**src/rtl/bbox_sample_iter.sv**
```systemverilog
// Walks every subsample grid point of a snapped bounding box in raster order, one per cycle.
// Define ITER_STATS_EN to add the samp_cnt_R14U / tri_cnt_R14U statistics outputs.
module bbox_sample_iter #(
  parameter int SIGFIG = 24,
  parameter int RADIX  = 10,
  parameter int VERTS  = 3,
  parameter int AXIS   = 3,
  parameter int COLORS = 3
) (
  input  logic                     clk,
  input  logic                     rst,
  input  logic signed [SIGFIG-1:0] tri_R13S [VERTS][AXIS],
  input  logic        [SIGFIG-1:0] color_R13U [COLORS],
  input  logic signed [SIGFIG-1:0] box_R13S [2][2],
  input  logic                     validTri_R13H,
  input  logic        [SIGFIG-1:0] screen_RnnnnS [2],
  input  logic        [3:0]        subSample_RnnnnU,
  output logic                     halt_RnnnnL,
  output logic signed [SIGFIG-1:0] tri_R14S [VERTS][AXIS],
  output logic        [SIGFIG-1:0] color_R14U [COLORS],
  output logic signed [SIGFIG-1:0] sample_R14S [2],
  output logic                     validSamp_R14H
`ifdef ITER_STATS_EN
  ,
  output logic        [31:0]       samp_cnt_R14U,
  output logic        [31:0]       tri_cnt_R14U
`endif
);

  localparam int EXT = SIGFIG + 1;
  localparam logic [0:0] ST_WAIT = 1'b0;
  localparam logic [0:0] ST_TEST = 1'b1;
  localparam logic signed [EXT-1:0] UNIT    = {{(EXT-1){1'b0}}, 1'b1};
  localparam logic signed [EXT-1:0] ONE_PIX = {{(EXT-RADIX-1){1'b0}}, 1'b1, {RADIX{1'b0}}};

  function automatic logic signed [EXT-1:0] sext(input logic signed [SIGFIG-1:0] v);
    return {v[SIGFIG-1], v};
  endfunction

  logic [0:0]              state_q, state_d;
  logic signed [SIGFIG-1:0] tri_q [VERTS][AXIS];
  logic signed [SIGFIG-1:0] tri_d [VERTS][AXIS];
  logic        [SIGFIG-1:0] color_q [COLORS];
  logic        [SIGFIG-1:0] color_d [COLORS];
  logic signed [EXT-1:0]   x_q, x_d, y_q, y_d;
  logic signed [EXT-1:0]   llx_q, llx_d, urx_q, urx_d, ury_q, ury_d;

  logic [1:0]              ss_w_lg2_s;
  logic signed [EXT-1:0]   step_s, mask_s;
  logic signed [EXT-1:0]   llx_a_s, lly_a_s, urx_a_s, ury_a_s;
  logic signed [EXT-1:0]   next_x_s, next_y_s;
  logic                    inverted_s, last_s, halt_s, accept_s;
  logic                    unused_screen_s;

`ifdef ITER_STATS_EN
  logic [31:0] samp_cnt_q, samp_cnt_d, tri_cnt_q, tri_cnt_d;
`endif

  // Screen size is carried for downstream stages but not consumed here.
  assign unused_screen_s = ^{screen_RnnnnS[0], screen_RnnnnS[1]};

  always_comb begin
    case (subSample_RnnnnU)
      4'b0001: ss_w_lg2_s = 2'd3;
      4'b0010: ss_w_lg2_s = 2'd2;
      4'b0100: ss_w_lg2_s = 2'd1;
      4'b1000: ss_w_lg2_s = 2'd0;
      default: ss_w_lg2_s = 2'd0;
    endcase
    step_s = ONE_PIX >> ss_w_lg2_s;
    mask_s = ~(step_s - UNIT);
  end

  // Masking low bits of a two's-complement value floors it toward -inf onto the grid.
  always_comb begin
    llx_a_s    = sext(box_R13S[0][0]) & mask_s;
    lly_a_s    = sext(box_R13S[0][1]) & mask_s;
    urx_a_s    = sext(box_R13S[1][0]) & mask_s;
    ury_a_s    = sext(box_R13S[1][1]) & mask_s;
    inverted_s = (urx_a_s < llx_a_s) || (ury_a_s < lly_a_s);
    next_x_s   = x_q + step_s;
    next_y_s   = y_q + step_s;
    last_s     = (next_x_s > urx_q) && (next_y_s > ury_q);
    halt_s     = (state_q == ST_WAIT) ? 1'b1 : last_s;
    accept_s   = validTri_R13H && halt_s;
  end

  always_comb begin
    state_d = state_q;
    tri_d   = tri_q;
    color_d = color_q;
    x_d     = x_q;
    y_d     = y_q;
    llx_d   = llx_q;
    urx_d   = urx_q;
    ury_d   = ury_q;
`ifdef ITER_STATS_EN
    samp_cnt_d = samp_cnt_q;
    tri_cnt_d  = tri_cnt_q;
`endif
    if (accept_s) begin
      tri_d   = tri_R13S;
      color_d = color_R13U;
`ifdef ITER_STATS_EN
      tri_cnt_d = (tri_cnt_q != 32'hFFFF_FFFF) ? tri_cnt_q + 32'd1 : tri_cnt_q;
`endif
      if (inverted_s) begin
        state_d = ST_WAIT;
`ifdef ITER_STATS_EN
        samp_cnt_d = 32'd0;
`endif
      end else begin
        state_d = ST_TEST;
        x_d     = llx_a_s;
        y_d     = lly_a_s;
        llx_d   = llx_a_s;
        urx_d   = urx_a_s;
        ury_d   = ury_a_s;
`ifdef ITER_STATS_EN
        samp_cnt_d = 32'd1;
`endif
      end
    end else if (state_q == ST_TEST) begin
      if (last_s) begin
        state_d = ST_WAIT;
      end else begin
`ifdef ITER_STATS_EN
        samp_cnt_d = samp_cnt_q + 32'd1;
`endif
        if (next_x_s <= urx_q) begin
          x_d = next_x_s;
        end else begin
          x_d = llx_q;
          y_d = next_y_s;
        end
      end
    end else begin
      state_d = ST_WAIT;
    end
  end

  always_ff @(posedge clk) begin
    if (rst) begin
      state_q <= ST_WAIT;
      for (int v = 0; v < VERTS; v++) begin
        for (int a = 0; a < AXIS; a++) begin
          tri_q[v][a] <= {SIGFIG{1'b0}};
        end
      end
      for (int c = 0; c < COLORS; c++) begin
        color_q[c] <= {SIGFIG{1'b0}};
      end
      x_q   <= {EXT{1'b0}};
      y_q   <= {EXT{1'b0}};
      llx_q <= {EXT{1'b0}};
      urx_q <= {EXT{1'b0}};
      ury_q <= {EXT{1'b0}};
`ifdef ITER_STATS_EN
      samp_cnt_q <= 32'd0;
      tri_cnt_q  <= 32'd0;
`endif
    end else begin
      state_q <= state_d;
      tri_q   <= tri_d;
      color_q <= color_d;
      x_q     <= x_d;
      y_q     <= y_d;
      llx_q   <= llx_d;
      urx_q   <= urx_d;
      ury_q   <= ury_d;
`ifdef ITER_STATS_EN
      samp_cnt_q <= samp_cnt_d;
      tri_cnt_q  <= tri_cnt_d;
`endif
    end
  end

  assign halt_RnnnnL    = halt_s;
  assign tri_R14S       = tri_q;
  assign color_R14U     = color_q;
  assign sample_R14S[0] = x_q[SIGFIG-1:0];
  assign sample_R14S[1] = y_q[SIGFIG-1:0];
  assign validSamp_R14H = (state_q == ST_TEST);
`ifdef ITER_STATS_EN
  assign samp_cnt_R14U = samp_cnt_q;
  assign tri_cnt_R14U  = tri_cnt_q;
`endif

endmodule

```
**config.mk**
```make
export PLATFORM = sky130hd
export DESIGN_NAME = bbox_sample_iter
export DESIGN_NICKNAME = d
export VERILOG_FILES = /design/src/rtl/bbox_sample_iter.sv
export SDC_FILE = /design/constraint.sdc
export NUM_CORES = 1
export LEC_CHECK = 0
export ABC_CLOCK_PERIOD_IN_PS = 5400
export BUFFER_PORTS_ARGS = -buffer_cell sky130_fd_sc_hd__buf_2
export CORE_AREA = 2 2 305 307
export CTS_CLUSTER_DIAMETER = 120
export DETAILED_ROUTE_END_ITERATION = 7
export DIE_AREA = 0 0 307 309
export GPL_TIMING_DRIVEN = 1
export PLACE_DENSITY_LB_ADDON = 0.3
export SLEW_MARGIN = 25
export SYNTH_ARGS = -nofsm -noshare
export SYNTH_HDL_FRONTEND = slang
export SYNTH_SLANG_ARGS = --single-unit
```
**constraint.sdc**
```tcl
create_clock -name clk -period 5.4 [get_ports clk]
set_input_delay 0.27 -clock clk [delete_from_list [all_inputs] [get_ports clk]]
set_output_delay 0.27 -clock clk [all_outputs]
set_load 0.1 [all_outputs]
```
## Word-level counts from Yosys, hierarchy flattened

Cells that the tools add are included.

| word-level totals | value |
|---|---|
| bits in registers | 414 |
| input port bits | 439 |
| output and inout port bits | 338 |
| word-level logic and storage cells | 62 |

| operators by class | value |
|---|---|
| $add $sub $neg | 3 |
| magnitude comparators | 5 |
| equality and inequality tests | 6 |
| shifts and indexed selects | 1 |
| muxes and demuxes | 16 |
| bitwise logic cells | 6 |
| reduce and logical (&&, ||, !) cells | 7 |

Operator list:

| kind | count |
|---|---|
| 2-to-1 mux 25 bit | 10 |
| AND 24 x 25 -> 25 bit | 4 |
| adder 25 bit | 2 |
| > comparator 25 bit | 2 |
| < comparator 25 bit | 2 |
| less-or-equal comparator 25 bit | 1 |
| NOT 25 bit | 1 |
| >> shifter 11 x 2 -> 25 bit (first input constant) | 1 |
| subtractor 25 x 2 -> 25 bit (second input constant) | 1 |
| one-hot mux 2 bit (3 select lines) | 1 |
| 2-to-1 mux 1 bit | 5 |
| equality test 4 x 1 -> 1 bit (second input constant) | 1 |
| equality test 4 x 2 -> 1 bit (second input constant) | 1 |
| equality test 4 x 3 -> 1 bit (second input constant) | 1 |
| inequality test 2 bit (second input constant) | 2 |
| AND reduction 4 bit | 1 |
| AND reduction 3 bit | 1 |
| logical AND 1 bit | 2 |
| inequality test 2 x 1 -> 1 bit (second input constant) | 1 |
| AND reduction 2 bit | 1 |
| nonzero test 2 bit | 1 |
| logical OR 1 bit | 1 |
| NOT 1 bit | 1 |

## Depth between registers and ports, before layout

Gate-level depths: netlist of the first run.

| logic depth | value |
|---|---|
| word-level depth | 10 |
| depth in mapped cells | 22 |
| depth with buffers taken out | 20 |

## Worst setup path before layout of the first run

OpenSTA, ideal clock, no wires.

| timing path | value |
|---|---|
| kind | in2reg |
| start point | in subSample_RnnnnU[1] |
| end point | reg x_q[9] |
| library setup time | 116 ps |
| arrival | 5152 ps |
| data required time | 5284 ps |
| path slack | 131 ps |
| stages | 20 |
| path buffers | 1 |
| cell sequence | nor4b_1 -> inv_1 -> nand2_1 -> nor2_1 -> ha_1 -> nand2_1 -> o21ai_0 -> nand3_1 -> nor2_1 -> xor2_1 -> ha_1 -> or3b_1 -> a221oi_1 -> o211a_1 -> o41a_4 -> clkinv_2 -> and2_2 -> buf_6 -> and3_1 -> a31o_2 |

| between the ends | value |
|---|---|
| cells in the longest elaborated chain, start to end | 10 |
| elaborated cells between the ends (all ways) | 31 |
| classes of those cells | add/sub (3); order compare (5); eq/ne (5); shift (1); mux (7); bitwise (5); reduce/logical (5) |

RTL lines:

| what | line | RTL |
|---|---|---|
| start, declared | 17 | `input logic [3:0] subSample_RnnnnU,` |
| equality test 4 x 3 -> 1 bit, or another cell as far along | 63 | `case (subSample_RnnnnU)` |
| one-hot mux 2 bit (3 select lines) (*) | 63 |  |
| >> shifter 11 x 2 -> 25 bit (*) | 70 | `step_s = ONE_PIX >> ss_w_lg2_s;` |
| adder 25 bit, on equally long branches | 81, 82 |  |
| > comparator 25 bit | 83 | `last_s = (next_x_s > urx_q) && (next_y_s > ury_q);` |
| logical AND 1 bit (*) | 83 |  |
| 2-to-1 mux 1 bit (*) | 84 | `halt_s = (state_q == ST_WAIT) ? 1'b1 : last_s;` |
| net halt_RnnnnL | 18 | `output logic halt_RnnnnL,` |
| logical AND 1 bit (*) | 85 | `accept_s = validTri_R13H && halt_s;` |
| inequality test 2 x 1 -> 1 bit (no line), or another cell as far along | n/a |  |
| AND reduction 3 bit (no line) | n/a |  |
| end signal, assigned | 153 | `x_q <= {EXT{1'b0}};` |
| end, declared | 45 | `logic signed [EXT-1:0] x_q, x_d, y_q, y_d;` |

The timed path passes the listed nets; every way through them passes the cells marked *. The select of a mux whose other input is x is not followed.
A chain may end at the register's enable or synchronous reset.

## Worst setup path after layout of the first run

| timing path | value |
|---|---|
| start point | in subSample_RnnnnU[0] |
| end point | out halt_RnnnnL |

| between the ends | value |
|---|---|
| cells in the longest elaborated chain, start to end | 7 |
| elaborated cells between the ends (all ways) | 11 |
| classes of those cells | add/sub (2); order compare (2); eq/ne (3); shift (1); mux (2); reduce/logical (1) |

RTL lines:

| what | line |
|---|---|
| equality test 4 x 3 -> 1 bit, or another cell as far along | 63 |
| one-hot mux 2 bit (3 select lines) (*) | 63 |
| >> shifter 11 x 2 -> 25 bit (*) | 70 |
| adder 25 bit, on equally long branches | 81, 82 |
| > comparator 25 bit | 83 |
| logical AND 1 bit (*) | 83 |
| 2-to-1 mux 1 bit (*) | 84 |
| end, declared | 18 |

Every way passes the cells marked *; elsewhere a longest branch is shown, timed or not.

==> metrics.txt, run 1 <==
Post-route DRC 0; post-place setup slack 0.107 ns; Final Setup Violations 0; Reg2Reg Depth 20; later-pin clock latency in the skew report 0.60 ns; ranking of synthesized cells by area dfxtp_1 46%, nand2_1 16%, a21oi_1 12%; largest net degree at the start of global routing 169; max-cap violations 0; RR Startpoint x_q[7]$_SDFFE_PP0P_; XOR/XNOR Fraction of Synth Area 1.69%; Die H 309 um; Post-synth ARST share 0%; post-synthesis cell type count 67; DRT Wirelength 68.6 mm; slew margin rel. 36.0%; Adder-Cell Fraction of Synth Area 6.21%; total power 15100 uW; CP Class primary input to output pin; cell with the most instances after synthesis nand2_1; hold-critical path depth 3; kind of end point of the critical path output pin; starting density of the core 18.1%; vias per std cell 4.08; #FFs+latches synth 379; fraction of synthesized area in multiplexers 0.771%; initial DRC count 932; period utilisation layout 92.0%; Main synth FF type dfxtp_1; crit path DAT 4.70 ns; RSZ-0062 raised after global routing false; Worst Hold Class primary input to flop; vias in the first global route 17200; Pwr per Cell Area 578 nW/um^2; switching power 7990 uW; gpl congestion 0.799; antenna violations before repair 16; Synth Instances 2123; min Tclk post-route 4.97 ns; Synth Area in Compound Gates 16.9%; drt pass-1 iters 4; Post-synth top cells 708 x nand2_1, 388 x a21oi_1, 379 x dfxtp_1; FMAX 201 MHz; core area 91400 um^2; Req. time, crit path 5.13 ns; Leak 0.0118 uW; Finished Layout Cells 4301; Post-synth EDFFs 0; crit start category primary input; IO Port Bufs 686; FP Rows 111; proportion of netlist area held by the largest area contributor 45.8%; reg2reg setup slack 0.70 ns; H-tree levels 2; critical path fanouts, max 7; Fin. Hold Viols 0; global-route wire length before repair 101 mm; clock transition at the registers of the reported paths 0.06 ns; clk_skew 0.0155 ns; Worst-Margin Slew 0.953 ns; CTS tree done; Switching Share 53.0%; hold_sp box_R13S[62]; fin. max-slew vios 0; CTS sink cnt 379; overall routing resource usage 13.7%; final worst slack 0.430 ns; # IOs 777; CTS resizes 0; layout overhead on the synthesized area 57.5%; Placed Cells 3876; Fin Setup TNS 0 ns; DPL Wire Length 50.0 mm; syn_area_per_cell 7.80 um^2; total grt overflow 0; Hold Path Sink y_q[14]$_SDFFE_PP0P_; Synth warnings 0; die width 307 um; fillers 9915; CP startpoint subSample_RnnnnU[0]; peak supply drop 279 uV; register area share after synthesis 45.8%; Nets 3599; Internal Pwr Total 7090 uW; Logic pwr share 54.7%; reg-to-reg endpoint tri_R14S[105]$_SDFFE_PP0P_; Num CTS Buffers 47; clk buf depth 3; routed via count 17500; Clk pwr share 20.7%; largest family of logic cells by synthesized area simple AND/OR/NAND/NOR gates; synthesized area 16600 um^2; Post-Synth Simple-Gate Area 20.7%; wire per inst 16.0 um; Synth area leader dfxtp_1; post-route ant nets 0; Post-CTS Setup Bufs 0; Reg power frac 24.6%; share of layout cells above drive strength 1 26.6%; root buffer cell clkbuf_16; Die Footprint 94900 um^2; status complete, no violations
final cells by class:
| type | count | area (um^2) | area share [%] |
|---|---|---|---|
| clock buffers | 71 | 1380 | 5.28 |
| well taps | 1186 | 1480 | 5.69 |
| diodes | 4 | 10.0 | 0.0384 |
| multi-input cells | 1491 | 7720 | 29.6 |
| repair buffers | 1077 | 7470 | 28.6 |
| clock inverters | 10 | 120 | 0.461 |
| flip-flops and latches | 379 | 7590 | 29.1 |
| inverters | 83 | 313 | 1.20 |
worst max path at each step:
stage                                end  slack (ns)
floorplan            x_q[9]$_SDFFE_PP0P_        0.13
global placement    x_q[12]$_SDFFE_PP0P_        0.15
detailed placement  x_q[12]$_SDFFE_PP0P_        0.11
CTS                          halt_RnnnnL        0.31
global route                 halt_RnnnnL        0.11
finish                       halt_RnnnnL        0.43
state kept, by name, indices dropped and copies added (netlist names):
name / flops
color_R14U: 72
llx_q: 18
tri_R14S: 216
urx_q: 18
ury_q: 18
validSamp_R14H: 1
x_q: 18
y_q: 18
cells in the final DEF, fill, tap and decap left out, types with 8 or more instances in the layout:
cell	instances
dfxtp_1	379
conb_1	14
nand2_1	708
buf_2	684
dlygate4sd3_1	340
a21o_1	11
inv_1	82
a21oi_1	388
xnor2_1	14
nand3_1	39
nor2_1	42
and3_1	8
a22oi_1	10
buf_4	33
clkbuf_1	14
buf_12	19
ha_1	79
clkbuf_16	48
clkbuf_8	9
o211ai_1	10
xor2_1	18
o21ai_0	28
a211oi_1	8
kinds of logic (layout without fill, tap and decap cells):
family / Yosys count / after routing
AO/OA/AOI/OAI: 505 / 505
other: 1 / 18
multiplexers: 12 / 12
AND/OR/NAND/NOR: 847 / 847
adder cells (fa/ha/maj): 81 / 81
buffers and inverters: 266 / 1241
flip-flops: 379 / 379
XOR/XNOR: 32 / 32
critical path, cell delays in order:
cell,delay (ns)
buf_2,0.11
nor4b_1,0.31
buf_4,0.20
inv_1,0.08
nand2_1,0.09
nor2_1,0.12
ha_1,0.35
a21oi_1,0.13
or2_2,0.40
nor2_1,0.32
xnor2_1,0.12
ha_1,0.32
and4_1,0.29
and4_1,0.24
o21ai_0,0.10
o2111a_1,0.20
o41a_4,0.56
clkinv_2,0.09
buf_4,0.18
buf_12,0.19
per-stage QoR:
step                      cell area [um^2]  hold slack (ns)  utilization, %
final                                26100           0.0551            28.5
after global routing                 26100           0.0250            28.5
after CTS                            26100          0.00269            28.5
after detailed placement             21200            0.443            23.2
after global placement               21200            0.436            23.2
after floorplan                      16600            0.406               -
repair_timing:
action                     CTS  global route
hold buffers               340             0
hold endpoints to repair   349             0
setup endpoints to repair    0             0
routing by layer:
metal | routed length (um) | GRT usage [%] | up-vias | share of wire [%]
met5 | 41 | 0 | - | 0.060
li1 | - | - | 8856 | -
met3 | 4400 | 3.69 | 124 | 6.4
met2 | 33200 | 23.3 | 519 | 48
met4 | 2240 | 4.99 | 6 | 3.3
met1 | 28800 | 16.5 | 8043 | 42
power by group through the flow:
stage               logic (uW)  clock network [uW]  registers (uW)
floorplan                 3550                   0            6490
global placement          8090                   0            3750
detailed placement        8090                   0            3770
CTS                       8310                3250            3710
global route              8790                3340            3780
finish                    8250                3130            3710
Power figures use the tool's default switching activity.
==> inputs of run 2 (changes only) <==
--- a/config.mk
+++ b/config.mk
@@ -7,10 +7,12 @@
 export LEC_CHECK = 0
 export ABC_CLOCK_PERIOD_IN_PS = 5400
 export BUFFER_PORTS_ARGS = -buffer_cell sky130_fd_sc_hd__buf_2
-export CORE_AREA = 2 2 305 307
+export CELL_PAD_IN_SITES_DETAIL_PLACEMENT = 0
+export CELL_PAD_IN_SITES_GLOBAL_PLACEMENT = 2
+export CORE_AREA = 2 2 302 304
 export CTS_CLUSTER_DIAMETER = 120
 export DETAILED_ROUTE_END_ITERATION = 7
-export DIE_AREA = 0 0 307 309
+export DIE_AREA = 0 0 304 306
 export GPL_TIMING_DRIVEN = 1
 export PLACE_DENSITY_LB_ADDON = 0.3
 export SLEW_MARGIN = 25
==> metrics.txt, run 2 (synthesis gave the netlist of run 1 again) <==
FMAX 201 MHz; hold_sp box_R13S[69]; Finished Layout Cells 4297; drt pass-1 iters 5; Nets 3602; global-route wire length before repair 107 mm; RR Startpoint x_q[7]$_SDFFE_PP0P_; crit path to halt_RnnnnL; Fin Setup TNS 0 ns; Post-route DRC 0; reg2reg setup slack 0.52 ns; DPL Wire Length 52.8 mm; post-route ant nets 0; routed via count 17700; vias per std cell 4.13; Reg2Reg Depth 20; CTS resizes 0; reg-to-reg endpoint x_q[10]$_SDFFE_PP0P_; Num CTS Buffers 50; overall routing resource usage 14.7%; die width 304 um; root buffer cell clkbuf_16; later-pin clock latency in the skew report 0.59 ns; CP startpoint x_q[7]$_SDFFE_PP0P_; Pwr per Cell Area 583 nW/um^2; Die Footprint 93000 um^2; RSZ-0062 raised after global routing false; CP Class flop to output pin; FP Rows 110; Leak 0.0118 uW; antenna violations before repair 5; Worst Hold Class primary input to flop; max reg flops 216; vias in the first global route 17900; layout overhead on the synthesized area 57.9%; critical path fanouts, max 5; crit start category flop; kind of end point of the critical path output pin; share of layout cells above drive strength 1 26.7%; commonest non-fill, non-tap cell in the layout nand2_1; gpl congestion 0.831; total grt overflow 0; core area 89600 um^2; Placed Cells 3867; Final Setup Violations 0; # IOs 777; DRT Wirelength 71.6 mm; wire per inst 16.7 um; Die H 306 um; clk buf depth 3; largest net degree at the start of global routing 194; max-cap violations 0; period utilisation layout 92.2%; clock transition at the registers of the reported paths 0.06 ns; slew margin rel. 31.3%; Fin. Hold Viols 0; CTS tree done; Req. time, crit path 5.13 ns; starting density of the core 18.5%; IO Port Bufs 686; CTS sink cnt 379; initial DRC count 900; commonest non-fill, non-tap cells in the layout 707 x nand2_1, 684 x buf_2, 388 x a21oi_1; Post-CTS Setup Bufs 0; # hold bufs at CTS 339; fin. max-slew vios 0; hold slack 0.0459 ns; clk_skew 0.0215 ns; H-tree levels 2; Worst-Margin Slew 1.03 ns; DP Area 21200 um^2; peak supply drop 385 uV; post-layout instance area 26100 um^2; status complete, no violations; min Tclk post-route 4.98 ns; crit path DAT 4.71 ns
run 2: worst min path at each step:
stage / to / slack, ns / depth (start not counted)
4_1_cts: y_q[21]$_SDFFE_PP0P_ / 0.005 / 3
2_1_floorplan: llx_q[10]$_SDFFE_PP0P_ / 0.41 / 2
5_1_grt: y_q[21]$_SDFFE_PP0P_ / 0.02 / 3
3_3_place_gp: llx_q[13]$_SDFFE_PP0P_ / 0.44 / 2
3_5_place_dp: tri_R14S[141]$_SDFFE_PP0P_ / 0.44 / 2
6_report: y_q[21]$_SDFFE_PP0P_ / 0.05 / 3
run 2: cell type report:
| cell class | instances | area, um^2 |
|---|---|---|
| Antenna cell | 3 | 7.51 |
| Clock buffer | 78 | 1490 |
| Tap cell | 1176 | 1470 |
| Inverter | 83 | 313 |
| Clock inverter | 10 | 87.6 |
| Sequential cell | 379 | 7590 |
| Timing Repair Buffer | 1077 | 7460 |
| Multi-Input combinational cell | 1491 | 7730 |
| Fill cell | 9837 | 63500 |
run 2: layer usage:
metal	vias up	part of all wire, %	global-route usage [%]
met5	-	0.038	0
met4	4	2.3	3.92
met3	89	5.6	3.48
met2	494	51	27.0
met1	8279	41	17.1
li1	8876	-	-
run 2: power by group:
group / internal (uW) / switching, uW / total [uW]
sequential: 3340 / 358 / 3700
combinational: 1890 / 6400 / 8290
clock: 1920 / 1320 / 3250
run 2: critical path, stage by stage, from the launching register on:
cell and delay (ns):
dfxtp_1 0.42, ha_1 0.19, inv_1 0.06, fa_1 0.41, nor2b_1 0.13, o21ai_0 0.13, a21boi_0 0.29, buf_4 0.19
and3_1 0.17, xor2_1 0.24, ha_1 0.18, nand4_1 0.18, nor4_2 0.33, o21ai_1 0.13, o211a_1 0.16, o41a_4 0.48
clkinv_2 0.07, buf_4 0.16, buf_12 0.18
run 2: through the flow:
stage | utilization, % | setup WS, ns | total power, uW
2_1_floorplan | - | 0.131 | 10000
5_1_grt | 29.2 | 0.0966 | 16100
3_3_place_gp | 23.6 | -0.0265 | 11900
4_1_cts | 29.2 | 0.363 | 15500
6_report | 29.2 | 0.421 | 15200
3_5_place_dp | 23.6 | -0.000255 | 11900
==> inputs of run 3 (changes only) <==
==> constraint.sdc (replaced) <==
create_clock -name clk -period 5.4 [get_ports clk]
set_input_delay 0.27 -clock clk [delete_from_list [all_inputs] [get_ports clk]]
set_output_delay 0.27 -clock clk [all_outputs]
set_load 0.05 [all_outputs]
==> metrics.txt, run 3 (synthesis gave the netlist of run 1 again) <==
met3 Resource Use GR 3.50%; Fin. Hold Viols 0; M2 GR Usage 27.1%; core area 89600 um^2; clk_skew 0.0162 ns; FP Rows 110; Reg power frac 27.5%; Switching Share 46.3%; kind of end point of the critical path output pin; gpl congestion 0.825; Reg2Reg Depth 21; wire per inst 16.9 um; total power 13500 uW; switching power 6240 uW; Final Setup Violations 0; root buffer cell clkbuf_16; Worst-Margin Slew 1.00 ns; DRT Wirelength 72.4 mm; H-tree levels 2; overall routing resource usage 14.9%; drt pass-1 iters 5; Post-route DRC 0; Die H 306 um; critical path fanouts, max 8; multi-input logic area 7750 um^2; Pwr per Cell Area 514 nW/um^2; vias per std cell 4.15; global-route wire length before repair 108 mm; crit start category flop; fin. max-slew vios 0; max-cap violations 0; later-pin clock latency in the skew report 0.61 ns; CTS tree done; Placed Cells 3860; worst-path cell chain ha_1 -> inv_1 -> fa_1 -> nor2b_1 -> o21ai_0 -> a21boi_1 -> buf_4 -> nand3_1 -> xnor2_1 -> ha_1 -> nand4_2 -> nor4_4 -> o21ai_1 -> o211a_1 -> o41a_4 -> clkinv_2 -> buf_4 -> buf_2; Critical-path top delay cell o41a_4; max reg flops 216; post-route ant nets 0; crit path DAT 4.70 ns; initial DRC count 842; clock transition at the registers of the reported paths 0.06 ns; Logic pwr share 47.2%; largest net degree at the start of global routing 173; commonest non-fill, non-tap cells in the layout 707 x nand2_1, 685 x buf_2, 388 x a21oi_1; GR Util met1 17.1%; Worst Hold Class primary input to flop; status complete, no violations; Req. time, crit path 5.13 ns; Nets 3598; Finished Layout Cells 4296; FMAX 201 MHz; antenna violations before repair 9; slew margin rel. 33.1%; hold-critical path depth 3; fillers 9760; CTS sink cnt 379; Num CTS Buffers 49; share of layout cells above drive strength 1 26.9%; Internal Pwr Total 7230 uW; register area 7590 um^2; die width 304 um; layout overhead on the synthesized area 58.4%; Leak 0.0119 uW; Clk pwr share 25.3%; RSZ-0062 raised after global routing false; period utilisation layout 92.1%; commonest non-fill, non-tap cell in the layout nand2_1; routed via count 17800; starting density of the core 18.5%; CP peak stage delay 0.49 ns; Die Footprint 93000 um^2; peak supply drop 536 uV; vias in the first global route 18100; gr busiest metal met2; IO Port Bufs 686; DPL Wire Length 52.5 mm; total grt overflow 0; CP Class flop to output pin; min Tclk post-route 4.97 ns; # IOs 777; clk buf depth 3
-- run 3: cell type report --
class                           count  share of cell area, %
Inverter                           83                   1.19
Sequential cell                   379                   28.9
Clock inverter                     12                  0.558
Multi-Input combinational cell   1491                   29.5
Antenna cell                        4                 0.0382
Timing Repair Buffer             1074                   28.3
Clock buffer                       77                   5.81
Tap cell                         1176                   5.61
-- run 3: path summary, 6_finish.rpt --
| check | start | endpoint | slack, ns |
|---|---|---|---|
| max | x_q[7]$_SDFFE_PP0P_ | halt_RnnnnL | 0.43 |
| min | box_R13S[60] | y_q[12]$_SDFFE_PP0P_ | 0.05 |
| max reg2reg | x_q[7]$_SDFFE_PP0P_ | tri_R14S[6]$_SDFFE_PP0P_ | 0.44 |
| min reg2reg | llx_q[15]$_SDFFE_PP0P_ | llx_q[15]$_SDFFE_PP0P_ | 0.45 |
-- run 3: what timing repair did --
item	in CTS	in global routing
resized for setup	0	6
setup endpoints to repair	0	2
setup buffers	0	1
endpoints found under the hold margin	350	0
hold buffers	341	0
-- run 3: critical path: cells and delay by family (launching register included) --
kind	cells	cell delay [ns]
AND/OR/NAND/NOR	4	0.71
buffers and inverters	5	0.77
AO/OA/AOI/OAI	5	1.12
adder cells (fa/ha/maj)	3	0.93
flip-flops	1	0.38
XOR/XNOR	1	0.17
-- run 3: per-layer routing --
metal	up-vias	part of all wire, %
met5	-	0.018
met4	2	2.7
met3	97	6.2
met2	528	50
met1	8347	41
li1	8864	-
-- run 3: per-stage QoR --
step	setup slack, ns	instance area [um^2]	hold slack [ns]	utilization, %	setup TNS [ns]
6_report	0.427	26200	0.0548	29.3	0
5_1_grt	0.0462	26200	0.0400	29.3	0
4_1_cts	0.154	26200	0.000311	29.2	0
3_5_place_dp	0.0155	21100	0.443	23.5	0
3_3_place_gp	-0.0586	21100	0.438	23.5	-0.128
2_1_floorplan	0.348	16600	0.406	-	0
-- run 3: power groups by stage --
| stage | Sequential (uW) | Combinational, uW | Clock, uW |
|---|---|---|---|
| after global placement | 3740 | 6160 | 0 |
| after detailed placement | 3760 | 6200 | 0 |
| after global routing | 3780 | 6910 | 3680 |
| final | 3700 | 6360 | 3410 |
| after floorplan | 5040 | 3130 | 0 |
| after CTS | 3700 | 6430 | 3570 |
